==> src/rtl/frame_tx_if.sv <==
// Codeword handshake between the SEC-DED encoder and the serial transmit stage.
interface frame_tx_if #(
  parameter int FRAME_SIZE = 16
);
  logic [FRAME_SIZE-1:0] frame_in;
  logic                  frame_valid;
  logic                  frame_ready;

  modport master (
    output frame_in,
    output frame_valid,
    input  frame_ready
  );

  modport slave (
    input  frame_in,
    input  frame_valid,
    output frame_ready
  );
endinterface

==> src/rtl/frame_tx.sv <==
// Serial optical-line transmitter: start bit (1), codeword LSB first, stop bits (0).
// The line idles low; every line bit is held for CLKS_PER_BIT clock cycles.
module frame_tx #(
  parameter int FRAME_SIZE   = 16,
  parameter int CLKS_PER_BIT = 8,
  parameter int STOP_BITS    = 1
) (
  input  logic       clk,
  input  logic       reset,
  frame_tx_if.slave  bus,
  output logic       tx,
  output logic       busy,
  output logic       done
);

  localparam int CW = $clog2(CLKS_PER_BIT * STOP_BITS) + 1;
  localparam int BW = $clog2(FRAME_SIZE) + 1;

  localparam logic [CW-1:0] BIT_LAST   = CW'(CLKS_PER_BIT - 1);
  localparam logic [CW-1:0] STOP_LAST  = CW'(CLKS_PER_BIT * STOP_BITS - 1);
  localparam logic [BW-1:0] FRAME_LAST = BW'(FRAME_SIZE - 1);

  localparam logic [1:0] IDLE  = 2'd0;
  localparam logic [1:0] START = 2'd1;
  localparam logic [1:0] DATA  = 2'd2;
  localparam logic [1:0] STOP  = 2'd3;

  logic [1:0]            state_q, state_d;
  logic [CW-1:0]         cnt_q,   cnt_d;
  logic [BW-1:0]         bit_q,   bit_d;
  logic [FRAME_SIZE-1:0] shift_q, shift_d;
  logic                  tx_q,    tx_d;
  logic                  busy_q,  busy_d;
  logic                  done_q,  done_d;

  assign bus.frame_ready = (state_q == IDLE);
  assign tx              = tx_q;
  assign busy            = busy_q;
  assign done            = done_q;

  // Next-state: phase sequencing, per-bit cycle counting and shifting.
  always_comb begin
    state_d = state_q;
    cnt_d   = cnt_q;
    bit_d   = bit_q;
    shift_d = shift_q;
    case (state_q)
      IDLE: begin
        if (bus.frame_valid) begin
          shift_d = bus.frame_in;
          cnt_d   = '0;
          bit_d   = '0;
          state_d = START;
        end
      end
      START: begin
        if (cnt_q == BIT_LAST) begin
          cnt_d   = '0;
          state_d = DATA;
        end else begin
          cnt_d = cnt_q + CW'(1);
        end
      end
      DATA: begin
        if (cnt_q == BIT_LAST) begin
          cnt_d   = '0;
          shift_d = shift_q >> 1;
          if (bit_q == FRAME_LAST) begin
            bit_d   = '0;
            state_d = STOP;
          end else begin
            bit_d = bit_q + BW'(1);
          end
        end else begin
          cnt_d = cnt_q + CW'(1);
        end
      end
      STOP: begin
        if (cnt_q == STOP_LAST) begin
          cnt_d   = '0;
          state_d = IDLE;
        end else begin
          cnt_d = cnt_q + CW'(1);
        end
      end
      default: state_d = IDLE;
    endcase
  end

  // Outputs are decoded from the next state so the registered line and
  // status flags line up cycle-for-cycle with the state they describe.
  always_comb begin
    tx_d   = (state_d == START) | ((state_d == DATA) & shift_d[0]);
    busy_d = (state_d != IDLE);
    done_d = (state_d == STOP) && (cnt_d == STOP_LAST);
  end

  // State and output registers; reset aborts any frame in flight.
  always_ff @(posedge clk) begin
    if (reset) begin
      state_q <= IDLE;
      cnt_q   <= '0;
      bit_q   <= '0;
      shift_q <= '0;
      tx_q    <= 1'b0;
      busy_q  <= 1'b0;
      done_q  <= 1'b0;
    end else begin
      state_q <= state_d;
      cnt_q   <= cnt_d;
      bit_q   <= bit_d;
      shift_q <= shift_d;
      tx_q    <= tx_d;
      busy_q  <= busy_d;
      done_q  <= done_d;
    end
  end

endmodule

==> src/flat_wrapper.sv <==
// flat-port wrapper written by rule: the top's interface ports become plain ports
module frame_tx_flat 
#(
  parameter int FRAME_SIZE   = 16,
  parameter int CLKS_PER_BIT = 8,
  parameter int STOP_BITS    = 1
)
  (clk, reset, tx, busy, done, bus_frame_in, bus_frame_valid, bus_frame_ready);
  frame_tx_if #(.FRAME_SIZE(FRAME_SIZE)) bus_i ();
  input  logic clk;
  input  logic reset;
  output logic tx;
  output logic busy;
  output logic done;
  input wire logic [$bits(bus_i.frame_in)-1:0] bus_frame_in;
  input wire logic [$bits(bus_i.frame_valid)-1:0] bus_frame_valid;
  output wire logic [$bits(bus_i.frame_ready)-1:0] bus_frame_ready;
  assign bus_i.frame_in = bus_frame_in;
  assign bus_i.frame_valid = bus_frame_valid;
  assign bus_frame_ready = bus_i.frame_ready;
  frame_tx #(.FRAME_SIZE(FRAME_SIZE), .CLKS_PER_BIT(CLKS_PER_BIT), .STOP_BITS(STOP_BITS)) u_core (.clk(clk), .reset(reset), .bus(bus_i), .tx(tx), .busy(busy), .done(done));
endmodule
==> config.mk <==
export PLATFORM = sky130hd
export DESIGN_NAME = frame_tx_flat
export DESIGN_NICKNAME = d
export VERILOG_FILES = /design/src/rtl/frame_tx_if.sv /design/src/rtl/frame_tx.sv /design/src/flat_wrapper.sv
export SDC_FILE = /design/constraint.sdc
export NUM_CORES = 1
export LEC_CHECK = 0
export ABC_AREA = 1
export BUFFER_PORTS_ARGS = -buffer_cell sky130_fd_sc_hd__clkbuf_2
export CAP_MARGIN = 30
export CORE_MARGIN = 2
export CORE_UTILIZATION = 50
export DETAILED_ROUTE_END_ITERATION = 10
export PLACE_DENSITY_LB_ADDON = 0.12
export SYNTH_ARGS = -nofsm -noshare
export SYNTH_HDL_FRONTEND = slang
export SYNTH_SLANG_ARGS = --single-unit
==> constraint.sdc <==
create_clock -name clk -period 3.5 [get_ports clk]
set_input_delay 0.35 -clock clk [delete_from_list [all_inputs] [get_ports clk]]
set_output_delay 0.35 -clock clk [all_outputs]
set_load 0.02 [all_outputs]
=== Word level (Yosys, flattened, before mapping) ===
Index checks and enable logic that the tools add are counted.

* Add/subtract/negate cells: 2
* Bitwise logic cells: 2
* Muxes and demuxes: 16
* Reductions and logical operators: 6
* Eq/ne operators: 11

{| class="wikitable"
|+ Operators by type and width
! cell !! number
|-
| 16-bit two-way mux || 2
|-
| 16-bit one-hot mux with 2 select lines || 1
|-
| 5-bit two-way mux || 3
|-
| 2-bit two-way mux || 5
|-
| 5-bit one-hot mux with 2 select lines || 1
|-
| 2-bit equality test (second input constant) || 4
|-
| 4-bit by 3-bit equality test with 1-bit output (second input constant) || 2
|-
| 4-bit two-way mux || 2
|-
| 2-bit one-hot mux with 4 select lines || 1
|-
| 4-bit one-hot mux with 2 select lines || 1
|-
| 5-bit by 1-bit adder with 5-bit output (second input constant) || 1
|-
| 5-bit by 4-bit equality test with 1-bit output (second input constant) || 1
|-
| 4-bit by 1-bit adder with 4-bit output (second input constant) || 1
|-
| 2-bit by 1-bit equality test with 1-bit output (second input constant) || 2
|-
| 2-bit nonzero test || 2
|-
| 3-bit AND reduction || 1
|-
| 3-bit OR reduction || 1
|-
| 2-bit logical NOT || 1
|-
| 2-bit by 1-bit inequality test with 1-bit output (second input constant) || 1
|-
| 2-bit inequality test (second input constant) || 1
|-
| 1-bit bitwise AND || 1
|-
| 1-bit logical AND || 1
|-
| 1-bit bitwise OR || 1
|}

* Bits in registers: 30
* Logic and storage cells: 45

=== Longest topological paths before layout ===
Gate-level depths: netlist of run 1.

* Word-level depth: 7
* Mapped depth: 9

=== Worst setup path before layout of run 1 ===
Ideal clock, no wire load.

* Kind: flip-flop to flip-flop
* Start: register u_core.cnt_q[0]
* End: register u_core.bit_q[4]
* Setup slack: 2,139 ps
* Setup time: 130 ps
* Cell stages (with the launch flop): 8
* Clock period less this slack: 1,361 ps
* Arrival time: 1,231 ps
* Path through: dfxtp_1 > ha_1 > nand3_4 > nor2_4 > nor2_2 > buf_6 > a21oi_1 > nor3_1

* Longest elaborated chain between the ends: 3

{| class="wikitable"
|+ Ends and longest elaborated chain
! item !! RTL line !! RTL
|-
| start: declaration || frame_tx.sv:29 || <nowiki>logic [CW-1:0] cnt_q, cnt_d;</nowiki>
|-
| start signal: assignment || frame_tx.sv:110 || <nowiki>cnt_q <= cnt_d;</nowiki>
|-
| 4-bit by 3-bit equality test with 1-bit output || frame_tx.sv:65 || <nowiki>if (cnt_q == BIT_LAST) begin</nowiki>
|-
| 2-bit by 1-bit inequality test with 1-bit output (no source line) || -- ||
|-
| 3-bit AND reduction (no source line) || -- ||
|-
| end signal: assignment || frame_tx.sv:111 || <nowiki>bit_q <= bit_d;</nowiki>
|-
| end: declaration || frame_tx.sv:30 || <nowiki>logic [BW-1:0] bit_q, bit_d;</nowiki>
|}

No other way between the ends.
A chain may end at the register's enable or synchronous reset.

=== Final worst setup path of run 1 ===
* Start: register u_core.cnt_q[0]
* End: register u_core.shift_q[10]

* Longest elaborated chain between the ends: 3

{| class="wikitable"
|+ Ends and longest elaborated chain
! item !! RTL line !! RTL
|-
| 4-bit by 3-bit equality test with 1-bit output || frame_tx.sv:65 ||
|-
| 2-bit by 1-bit inequality test with 1-bit output (no source line) || -- ||
|-
| 3-bit AND reduction (no source line) || -- ||
|-
| end signal: assignment || frame_tx.sv:112 || <nowiki>shift_q <= shift_d;</nowiki>
|-
| end: declaration || frame_tx.sv:31 || <nowiki>logic [FRAME_SIZE-1:0] shift_q, shift_d;</nowiki>
|}

No other way between the ends.

==> metrics.md, run 1 <==
| Metric | Value |
|---|---|
| Status | `finished, final reports clean` |
| Clock Path Buffers | `2` |
| Inserted Clock Buffers | `5` |
| Clock skew | `0.00521 ns` |
| Crit-path max cell delay | `0.57 ns` |
| Synth Area in Adders | `1.77%` |
| Setup WS pre-CTS | `1.71 ns` |
| H-tree depth | `2` |
| Hold_ws | `0.259 ns` |
| Syn avg cell area | `7.31 sq um` |
| RSZ-0062 raised after global routing | `no` |
| DRT Pass-1 Iters | `4` |
| Hold WC Path Type | `in2reg` |
| Max-slew violations | `0` |
| Simple-gate share of the synthesized area | `32.0%` |
| Kind of start point of the critical path | `flop` |
| DIE WIDTH | `57.1 microns` |
| Placeable Area | `2710 sq um` |
| CTS root buffer | `clkbuf_4` |
| Most frequent cells in the layout | `nand2_1, dfxtp_1, clkbuf_2` |
| Slew margin rel. | `51.9%` |
| Top-area cell type share of the netlist area | `42.6%` |
| Sequential-to-total area share from yosys stat | `42.6%` |
| Io pins | `23` |
| Max Fclk | `557 MHz` |
| Synthesized area | `1410 sq um` |
| Row count | `19` |
| Post-Synth XOR/XNOR Area | `0%` |
| HPWL Detailed | `2020 microns` |
| Crit path DAT | `2.04 ns` |
| CP cell instances | `ha_1 -> nand3_4 -> nor2_4 -> nor2_2 -> nand2_1 -> a21oi_1` |
| Nets | `236` |
| Area grow syn2layout | `11.4%` |
| FILL cells | `279` |
| Compound-cell area share of the yosys netlist | `15.4%` |
| Largest net degree at the start of global routing | `27` |
| CTS resizes | `0` |
| Mux cell area share after synthesis | `0%` |
| Initial Utilization | `52.0%` |
| Synth cell types | `22` |
| Slowest CP cell | `nor2_2` |
| Via density | `5.30` |
| # hold bufs at CTS | `0` |
| Largest family of logic cells by synthesized area | `simple AND/OR/NAND/NOR gates` |
| CP Buf/Inv Count | `0` |
| RD Place Congestion | `0.786` |
| Fraction of the cycle the final worst path needs | `51.3%` |
| Total grt overflow | `0` |
| Worst Setup Path Type | `reg2reg` |
| Final ANT Viol Nets | `0` |
| First-pass GRT wire length | `5080 microns` |
| Clk sinks | `30` |
| Height of the die | `57.1 microns` |
| Antenna violations before repair | `0` |
| Pleak | `0.653 nW` |
| CP required | `3.75 ns` |
| Final TNS setup | `0 ns` |
| Final antenna diode count | `0` |
| Clock Latency Late Sink | `0.32 ns` |
| Synthesized netlist net count | `214` |
| Vias in the first global route | `1276` |
| Drt drc | `0` |
| Dominant cell type by area after synthesis | `dfxtp_1` |
| Worst-Margin Slew | `0.721 ns` |
| Critical Path Sink Type | `flop` |
| Routed length per placed instance | `11.4 microns` |
| Area contributors post-synth | `dfxtp_1, nand2_1, a21oi_1` |
| Pwr Density | `422 nW/um^2` |
| Via count | `1308` |
| Full die area | `3260 sq um` |
| Yosys warnings | `0` |
| Drt total wl | `2830 microns` |
| Post-Synthesis Cells | `193` |
| Most common cell after layout, fill and taps aside | `nand2_1` |
| Max Cap Viol | `0` |
| Port bufs | `22` |
| Tmin final | `1.79 ns` |
| Post-CTS Setup Bufs | `0` |
| Clk slew on worst S/H paths | `0.09 ns` |
| Setup Viol. Count Final | `0` |
| Number of DRC markers in iteration 0 | `53` |
| CP top delay family | `simple AND/OR/NAND/NOR gates` |
| Fraction of layout cells with a size suffix above 1 | `20.8%` |
| Total global-route track usage | `19.7%` |
| CP max FO | `20` |
| Flip-flop and latch count after synthesis | `30` |
| Final setup margin | `1.71 ns` |
| Core Util, Final | `57.9%` |
| Worst IR drop on VDD | `0.311 mV` |
| CTS tree | `built` |
| Hold Vio Cnt, Final | `0` |
sequential cells by signal (all words and copies together), names as in the netlist:
signal,count
u_core.busy,1
u_core.tx,1
u_core.cnt_q,4
u_core.bit_q,5
u_core.done,1
u_core.state_q,2
u_core.shift_q,16
layer usage:
layer	GRT usage [%]	routed length (microns)
met1	23.8	1330
met2	32.8	1300
met3	6.12	156
met4	7.64	39
met5	0	0
power by group:
| part | leakage, nW | switching (mW) | internal [mW] | total, mW |
|---|---|---|---|---|
| clock | 0.0353 | 0.120 | 0.0973 | 0.218 |
| sequential | 0.245 | 0.0106 | 0.358 | 0.369 |
| combinational | 0.372 | 0.0479 | 0.0291 | 0.0770 |
cells by family (layout without fill, tap and decap cells):
logic type                 count (synthesis)  after routing
AOI/OAI and AO/OA                         37             37
buffers and inverters                     25             48
adders and majority gates                  2              2
and+or+nand+nor                           99             99
DFF                                       30             30
stage by stage:
stage	instance area [sq um]	power, mW	std cells
floorplan	1410	0.432	193
detailed placement	1510	0.453	239
CTS	1570	0.671	247
global route	1570	0.697	247
global placement	1510	0.451	239
finish	1570	0.663	247
final timing paths:
path,end,start,slack [ns],depth (start not counted)
setup / recovery,u_core.shift_q[10]$_SDFFE_PP0P_,u_core.cnt_q[0]$_SDFF_PP0_,1.71,6
hold / removal,u_core.shift_q[15]$_SDFFE_PP0P_,bus_frame_in[15],0.26,3
setup reg to reg,u_core.shift_q[10]$_SDFFE_PP0P_,u_core.cnt_q[0]$_SDFF_PP0_,1.71,6
hold reg to reg,u_core.shift_q[1]$_SDFFE_PP0P_,u_core.shift_q[1]$_SDFFE_PP0P_,0.47,2
worst register-to-register path: cells and delay by family (launching register included):
kind / cells / cell delay, ns
compound gates: 1 / 0.17
fa+ha+maj: 1 / 0.28
flops: 1 / 0.35
simple gates: 4 / 0.92
cell type report:
| type | instances | area (sq um) | area share (%) |
|---|---|---|---|
| clock buffer | 7 | 55.1 | 3.51 |
| clock inverter | 1 | 5.00 | 0.319 |
| inverter | 18 | 67.6 | 4.30 |
| multi-input combinational | 138 | 693 | 44.1 |
| sequential | 30 | 601 | 38.2 |
| tap | 31 | 38.8 | 2.47 |
| timing repair buffer | 22 | 110 | 7.01 |
synth_stat cells, drive strengths merged:
cell type / count
nor3: 2
inv: 18
nand3: 12
a21oi: 19
o21ai: 4
ha: 2
dfxtp: 30
a31oi: 6
buf: 4
nand2: 65
a22oi: 8
nor2: 17
clkbuf: 3
nand4: 3
No activity file was read; power rests on OpenSTA's default activity.
==> run 2, diff against run 1 <==
- CORE_UTILIZATION: 50 -> 49
- clock period: 3.5 -> 1.6 ns (I/O delays scaled with it)
==> run 2 against run 1 <==
Compared with the run above: design area rose by 3.7%; clock skew rose by 0.0016 ns; clock power rose by 120%; total power rose by 120%; register-to-register slack got worse by 1.6 ns; first-iteration DRC count fell by 26%; wire length fell by 3.9%; via count rose by 0.61%; critical path type unchanged; critical endpoint is now u_core.done$_SDFF_PP0_.
==> metrics.md, run 2 (synthesis results as in run 1) <==
| Metric | Value |
|---|---|
| Worst-Margin Slew | `0.422 ns (-0.299 ns)` |
| Most common cell after layout, fill and taps aside | `nand2_1` |
| Antenna violations before repair | `0 (unchanged)` |
| CP required | `1.86 ns (-1.89 ns)` |
| Height of the die | `57.6 microns (+0.95%)` |
| Reg2Reg Setup Slack | `0.12 ns (-1.59 ns)` |
| Routed length per placed instance | `10.7 microns (-6.2%)` |
| # hold bufs at CTS | `0 (unchanged)` |
| Status | `finished, final reports clean` |
| Hold_ws | `0.0655 ns (-0.194 ns)` |
| Worst r2r src | `u_core.cnt_q[1]$_SDFF_PP0_` |
| Drt total wl | `2720 microns (-3.9%)` |
| Io pins | `23 (unchanged)` |
| Final antenna diode count | `0 (unchanged)` |
| Clk slew on worst S/H paths | `0.10 ns (about the same)` |
| Initial Utilization | `51.6% (-0.45 points)` |
| CP max FO | `4 (-80%)` |
| Via density | `5.20 (-1.8%)` |
| Reg with most FFs | `u_core.shift_q` |
| Critical path launch point | `u_core.cnt_q[1]$_SDFF_PP0_` |
| Final TNS setup | `0 ns (unchanged)` |
| Placeable Area | `2730 sq um (+0.88%)` |
| Number of DRC markers in iteration 0 | `39 (-26%)` |
| Nets | `242 (+2.5%)` |
| Row count | `19 (unchanged)` |
| Hold Vio Cnt, Final | `0 (unchanged)` |
| Port bufs | `22 (unchanged)` |
| Drt drc | `0 (unchanged)` |
| Clk sinks | `30 (unchanged)` |
| Inserted Clock Buffers | `5 (unchanged)` |
| First-pass GRT wire length | `4730 microns (-6.9%)` |
| RD Place Congestion | `0.877 (+12%)` |
| Largest registers | `u_core.shift_q: 16 flops, u_core.bit_q: 5 flops, u_core.cnt_q: 4 flops` |
| Reg2Reg Capture Point | `u_core.done$_SDFF_PP0_` |
| Kind of start point of the critical path | `flop` |
| Final ANT Viol Nets | `0 (unchanged)` |
| Total grt overflow | `0 (unchanged)` |
| Crit path to | `u_core.done$_SDFF_PP0_` |
| R2R depth | `10 (+4)` |
| DIE WIDTH | `57.6 microns (+0.95%)` |
| Via count | `1316 (+0.61%)` |
| Crit path DAT | `1.74 ns (-0.30 ns)` |
| CTS root buffer | `clkbuf_4` |
| Fraction of layout cells with a size suffix above 1 | `24.3% (+3.5 points)` |
| HPWL Detailed | `2000 microns (-0.90%)` |
| Max Cap Viol | `0 (unchanged)` |
| Pwr Density | `894 nW/um^2 (+110%)` |
| FILL cells | `270 (-3.2%)` |
| Largest net degree at the start of global routing | `21 (-22%)` |
| CTS tree | `built` |
| Pleak | `0.680 nW (+4.2%)` |
| Worst IR drop on VDD | `0.570 mV (+83%)` |
| Clock Latency Late Sink | `0.32 ns (about the same)` |
| Clock skew | `0.00682 ns (+0.00161 ns)` |
| Critical Path Sink Type | `flop` |
| Hold WC Path Type | `in2reg` |
| H-tree depth | `2 (unchanged)` |
| Worst Setup Path Type | `reg2reg` |
| Vias in the first global route | `1174 (-8.0%)` |
| Clock Path Buffers | `2 (unchanged)` |
| Total global-route track usage | `18.3% (-1.5 points)` |
| Setup Viol. Count Final | `0 (unchanged)` |
| Fraction of the cycle the final worst path needs | `92.5% (+41 points)` |
| DRT Pass-1 Iters | `4 (unchanged)` |
| Slew margin rel. | `71.8% (+20 points)` |
| Hold Crit Start | `bus_frame_in[15]` |
| Max reg flops | `16 (unchanged)` |
| Max Fclk | `676 MHz (+21%)` |
| Area grow syn2layout | `15.5%` |
| Most frequent cells in the layout | `nand2_1, dfxtp_1, clkbuf_2` |
| Full die area | `3320 sq um (+1.9%)` |
| Tmin final | `1.48 ns (-0.314 ns)` |
| Max-slew violations | `0 (unchanged)` |
-- run 2: changes by cell type in the layout (fill, tap and decap cells not counted), sizes merged --
cell / delta
buf: +6
clkbuf: -1
clkinvlp: +1
-- run 2: worst min-delay path by stage --
stage                                                  to  cells after the start
final                     u_core.shift_q[15]$_SDFFE_PP0P_                      3
after global routing      u_core.shift_q[15]$_SDFFE_PP0P_                      3
after CTS                 u_core.shift_q[15]$_SDFFE_PP0P_                      3
after detailed placement  u_core.shift_q[15]$_SDFFE_PP0P_                      3
after global placement    u_core.shift_q[15]$_SDFFE_PP0P_                      3
after floorplan           u_core.shift_q[15]$_SDFFE_PP0P_                      2
-- run 2: report_power, final --
part           total, mW  internal [mW]  leakage, nW  switching (mW)
Sequential         0.803          0.783        0.245          0.0201
Combinational      0.180         0.0722        0.401           0.108
Clock              0.473          0.211       0.0343           0.262
-- run 2: final cells by class --
cell class | instances | area [sq um] | share of cell area [%]
timing repair buffer | 28 | 155 | 9.52
tap | 31 | 38.8 | 2.38
clock inverter | 2 | 12.5 | 0.768
inverter | 18 | 67.6 | 4.15
multi-input combinational | 138 | 703 | 43.2
clock buffer | 6 | 51.3 | 3.15
sequential | 30 | 601 | 36.9
-- run 2: stage by stage --
step / setup WS [ns] / power, mW / std cells / cell area [sq um] / util [%]
final: 0.120 / 1.46 / 253 / 1630 / 59.6
after CTS: 0.115 / 1.47 / 253 / 1620 / 59.4
after detailed placement: -0.0219 / 0.999 / 245 / 1560 / 56.9
after global routing: -0.0331 / 1.54 / 253 / 1630 / 59.6
after floorplan: 0.239 / 0.946 / 193 / 1410 / -
after global placement: 0.0202 / 0.994 / 245 / 1560 / 56.9
-- run 2: critical path, stage by stage (launching register included) --
cell,delay [ns]
dfxtp_1,0.40
ha_2,0.23
buf_4,0.13
nand2_2,0.06
nor2_4,0.14
nand2_2,0.08
nor2_2,0.09
nor2_2,0.06
nor2_4,0.10
nand2_1,0.06
nor2_1,0.07
-- run 2: what timing repair did --
action	in CTS	in global routing
pin swaps	0	0
gates resized for setup	1	2
buffers inserted	0	0
endpoints found under the setup margin	14	5
-- run 2: layer usage --
metal / wire [microns] / track usage [%] / up-vias
met5: 0 / 0 / -
li1: - / - / 685
met1: 1250 / 21.6 / 593
met4: 39 / 9.30 / 0
met2: 1290 / 30.2 / 33
met3: 141 / 5.13 / 5
==> run 3, diff against run 2 <==
- MAX_ROUTING_LAYER: not set -> met4
==> run 3 against run 2 <==
Compared with the run above: design area unchanged; critical path depth unchanged; maximum frequency about the same; core utilization unchanged; global-route usage increased by 0.55 points; sequential share of layout area unchanged; clock skew about the same; sequential power about the same; clock-buffer cell count unchanged; first-iteration DRC count decreased by 13%.
==> metrics.md, run 3 (synthesis results as in run 1) <==
| Metric | Value |
|---|---|
| FILL cells | `270 (unchanged)` |
| DRT Pass-1 Iters | `4 (unchanged)` |
| Number of DRC markers in iteration 0 | `34 (-13%)` |
| Via density | `5.18 (-0.46%)` |
| Critical Path Sink Type | `flop` |
| CTS root buffer | `clkbuf_4` |
| Largest registers | `u_core.shift_q: 16 flops, u_core.bit_q: 5 flops, u_core.cnt_q: 4 flops` |
| Clock skew | `0.00731 ns (+0.000486 ns)` |
| Drt drc | `0 (unchanged)` |
| Crit path DAT | `1.74 ns (about the same)` |
| RD Place Congestion | `0.891 (+1.7%)` |
| Clock Latency Late Sink | `0.32 ns (about the same)` |
| H-tree depth | `2 (unchanged)` |
| Placed Area | `1560 sq um (unchanged)` |
| Reg with most FFs | `u_core.shift_q` |
| Vias in the first global route | `1174 (unchanged)` |
| Fraction of the cycle the final worst path needs | `92.6% (about the same)` |
| CTS tree | `built` |
| Clk sinks | `30 (unchanged)` |
| Max-slew violations | `0 (unchanged)` |
| Final TNS setup | `0 ns (unchanged)` |
| Nets | `242 (unchanged)` |
| First-pass GRT wire length | `4720 microns (-0.15%)` |
| Height of the die | `57.6 microns (unchanged)` |
| Register area | `601 sq um (unchanged)` |
| Final Instance Area | `1630 sq um (unchanged)` |
| Most common cell after layout, fill and taps aside | `nand2_1` |
| Clock Path Buffers | `2 (unchanged)` |
| Placed Cells | `245 (unchanged)` |
| Final antenna diode count | `0 (unchanged)` |
| Largest net degree at the start of global routing | `21 (unchanged)` |
| Core Util, Final | `59.6% (unchanged)` |
| Io pins | `23 (unchanged)` |
| Hold Vio Cnt, Final | `0 (unchanged)` |
| Total global-route track usage | `18.8% (+0.55 points)` |
| Kind of start point of the critical path | `flop` |
| Routed length per placed instance | `10.8 microns (+0.15%)` |
| Worst IR drop on VDD | `0.569 mV (-0.16%)` |
| Pwr Density | `895 nW/um^2 (about the same)` |
| Placeable Area | `2730 sq um (unchanged)` |
| Antenna violations before repair | `0 (unchanged)` |
| Worst Setup Path Type | `reg2reg` |
| Area grow syn2layout | `15.5% (unchanged)` |
| Pleak | `0.680 nW (unchanged)` |
| Fraction of layout cells with a size suffix above 1 | `24.3% (unchanged)` |
| Most frequent cells in the layout | `nand2_1, dfxtp_1, clkbuf_2` |
| Max Cap Viol | `0 (unchanged)` |
| Multi-input gate area | `703 sq um (unchanged)` |
| Status | `finished, final reports clean` |
| Tmin final | `1.48 ns (+0.00135 ns)` |
| CTS resizes | `1 (unchanged)` |
| Initial Utilization | `51.6% (unchanged)` |
| Worst-Margin Slew | `0.423 ns (+0.000869 ns)` |
| Total grt overflow | `0 (unchanged)` |
| Drt total wl | `2720 microns (+0.15%)` |
| Max Fclk | `675 MHz (about the same)` |
| Full die area | `3320 sq um (unchanged)` |
| CP required | `1.86 ns (about the same)` |
| Inserted Clock Buffers | `5 (unchanged)` |
| Port bufs | `22 (unchanged)` |
| Setup Viol. Count Final | `0 (unchanged)` |
| Post-CTS Setup Bufs | `0 (unchanged)` |
| Clk slew on worst S/H paths | `0.10 ns (about the same)` |
| Layout Cells excl Fill | `253 (unchanged)` |
| CP max FO | `4 (unchanged)` |
| # hold bufs at CTS | `0 (unchanged)` |
| Hold WC Path Type | `in2reg` |
| Slew margin rel. | `71.7% (about the same)` |
| Row count | `19 (unchanged)` |
| DIE WIDTH | `57.6 microns (unchanged)` |
| Max reg flops | `16 (unchanged)` |
| HPWL Detailed | `2000 microns (unchanged)` |
| Via count | `1310 (-0.46%)` |
| Final ANT Viol Nets | `0 (unchanged)` |
[run 3: through the flow]
stage / power, mW / setup WS (ns) / hold slack [ns]
after floorplan: 0.946 / 0.239 / 0.307
after global placement: 0.994 / 0.0202 / 0.406
after detailed placement: 0.999 / -0.0219 / 0.406
after CTS: 1.47 / 0.115 / 0.0527
after global routing: 1.54 / -0.0332 / 0.0530
final: 1.46 / 0.119 / 0.0658
[run 3: final cells by class]
| cell class | count | share of cell area (%) |
|---|---|---|
| multi-input cells | 138 | 43.2 |
| well taps | 31 | 2.38 |
| flip-flops and latches | 30 | 36.9 |
| repair buffers | 28 | 9.52 |
| clock inverters | 2 | 0.768 |
| inverters | 18 | 4.15 |
| clock buffers | 6 | 3.15 |
[run 3: critical path, stage by stage, from the launching register on]
cell and delay (ns):
dfxtp_1 0.40, ha_2 0.23, buf_4 0.13, nand2_2 0.06, nor2_4 0.14, nand2_2 0.08
nor2_2 0.09, nor2_2 0.06, nor2_4 0.10, nand2_1 0.06, nor2_1 0.07
[run 3: path summary, 6_finish.rpt]
check / startpoint / end / slack [ns] / depth (start not counted)
max reg2reg: u_core.cnt_q[1]$_SDFF_PP0_ / u_core.done$_SDFF_PP0_ / 0.12 / 10
max: u_core.cnt_q[1]$_SDFF_PP0_ / u_core.done$_SDFF_PP0_ / 0.12 / 10
min reg2reg: u_core.shift_q[15]$_SDFFE_PP0P_ / u_core.shift_q[15]$_SDFFE_PP0P_ / 0.47 / 2
min: bus_frame_in[15] / u_core.shift_q[15]$_SDFFE_PP0P_ / 0.07 / 3
[run 3: per-layer routing]
layer	share of wire, %	wire length [microns]	GRT usage (%)	vias up
met5	0	0	-	-
met2	47	1280	30.2	29
met1	46	1260	21.6	590
met3	4.9	134	5.13	5
met4	1.4	39	9.30	0
li1	-	-	-	686
[run 3: report_power, final]
part | switching, mW | internal, mW
logic | 0.108 | 0.0722
clock network | 0.263 | 0.211
registers | 0.0200 | 0.783
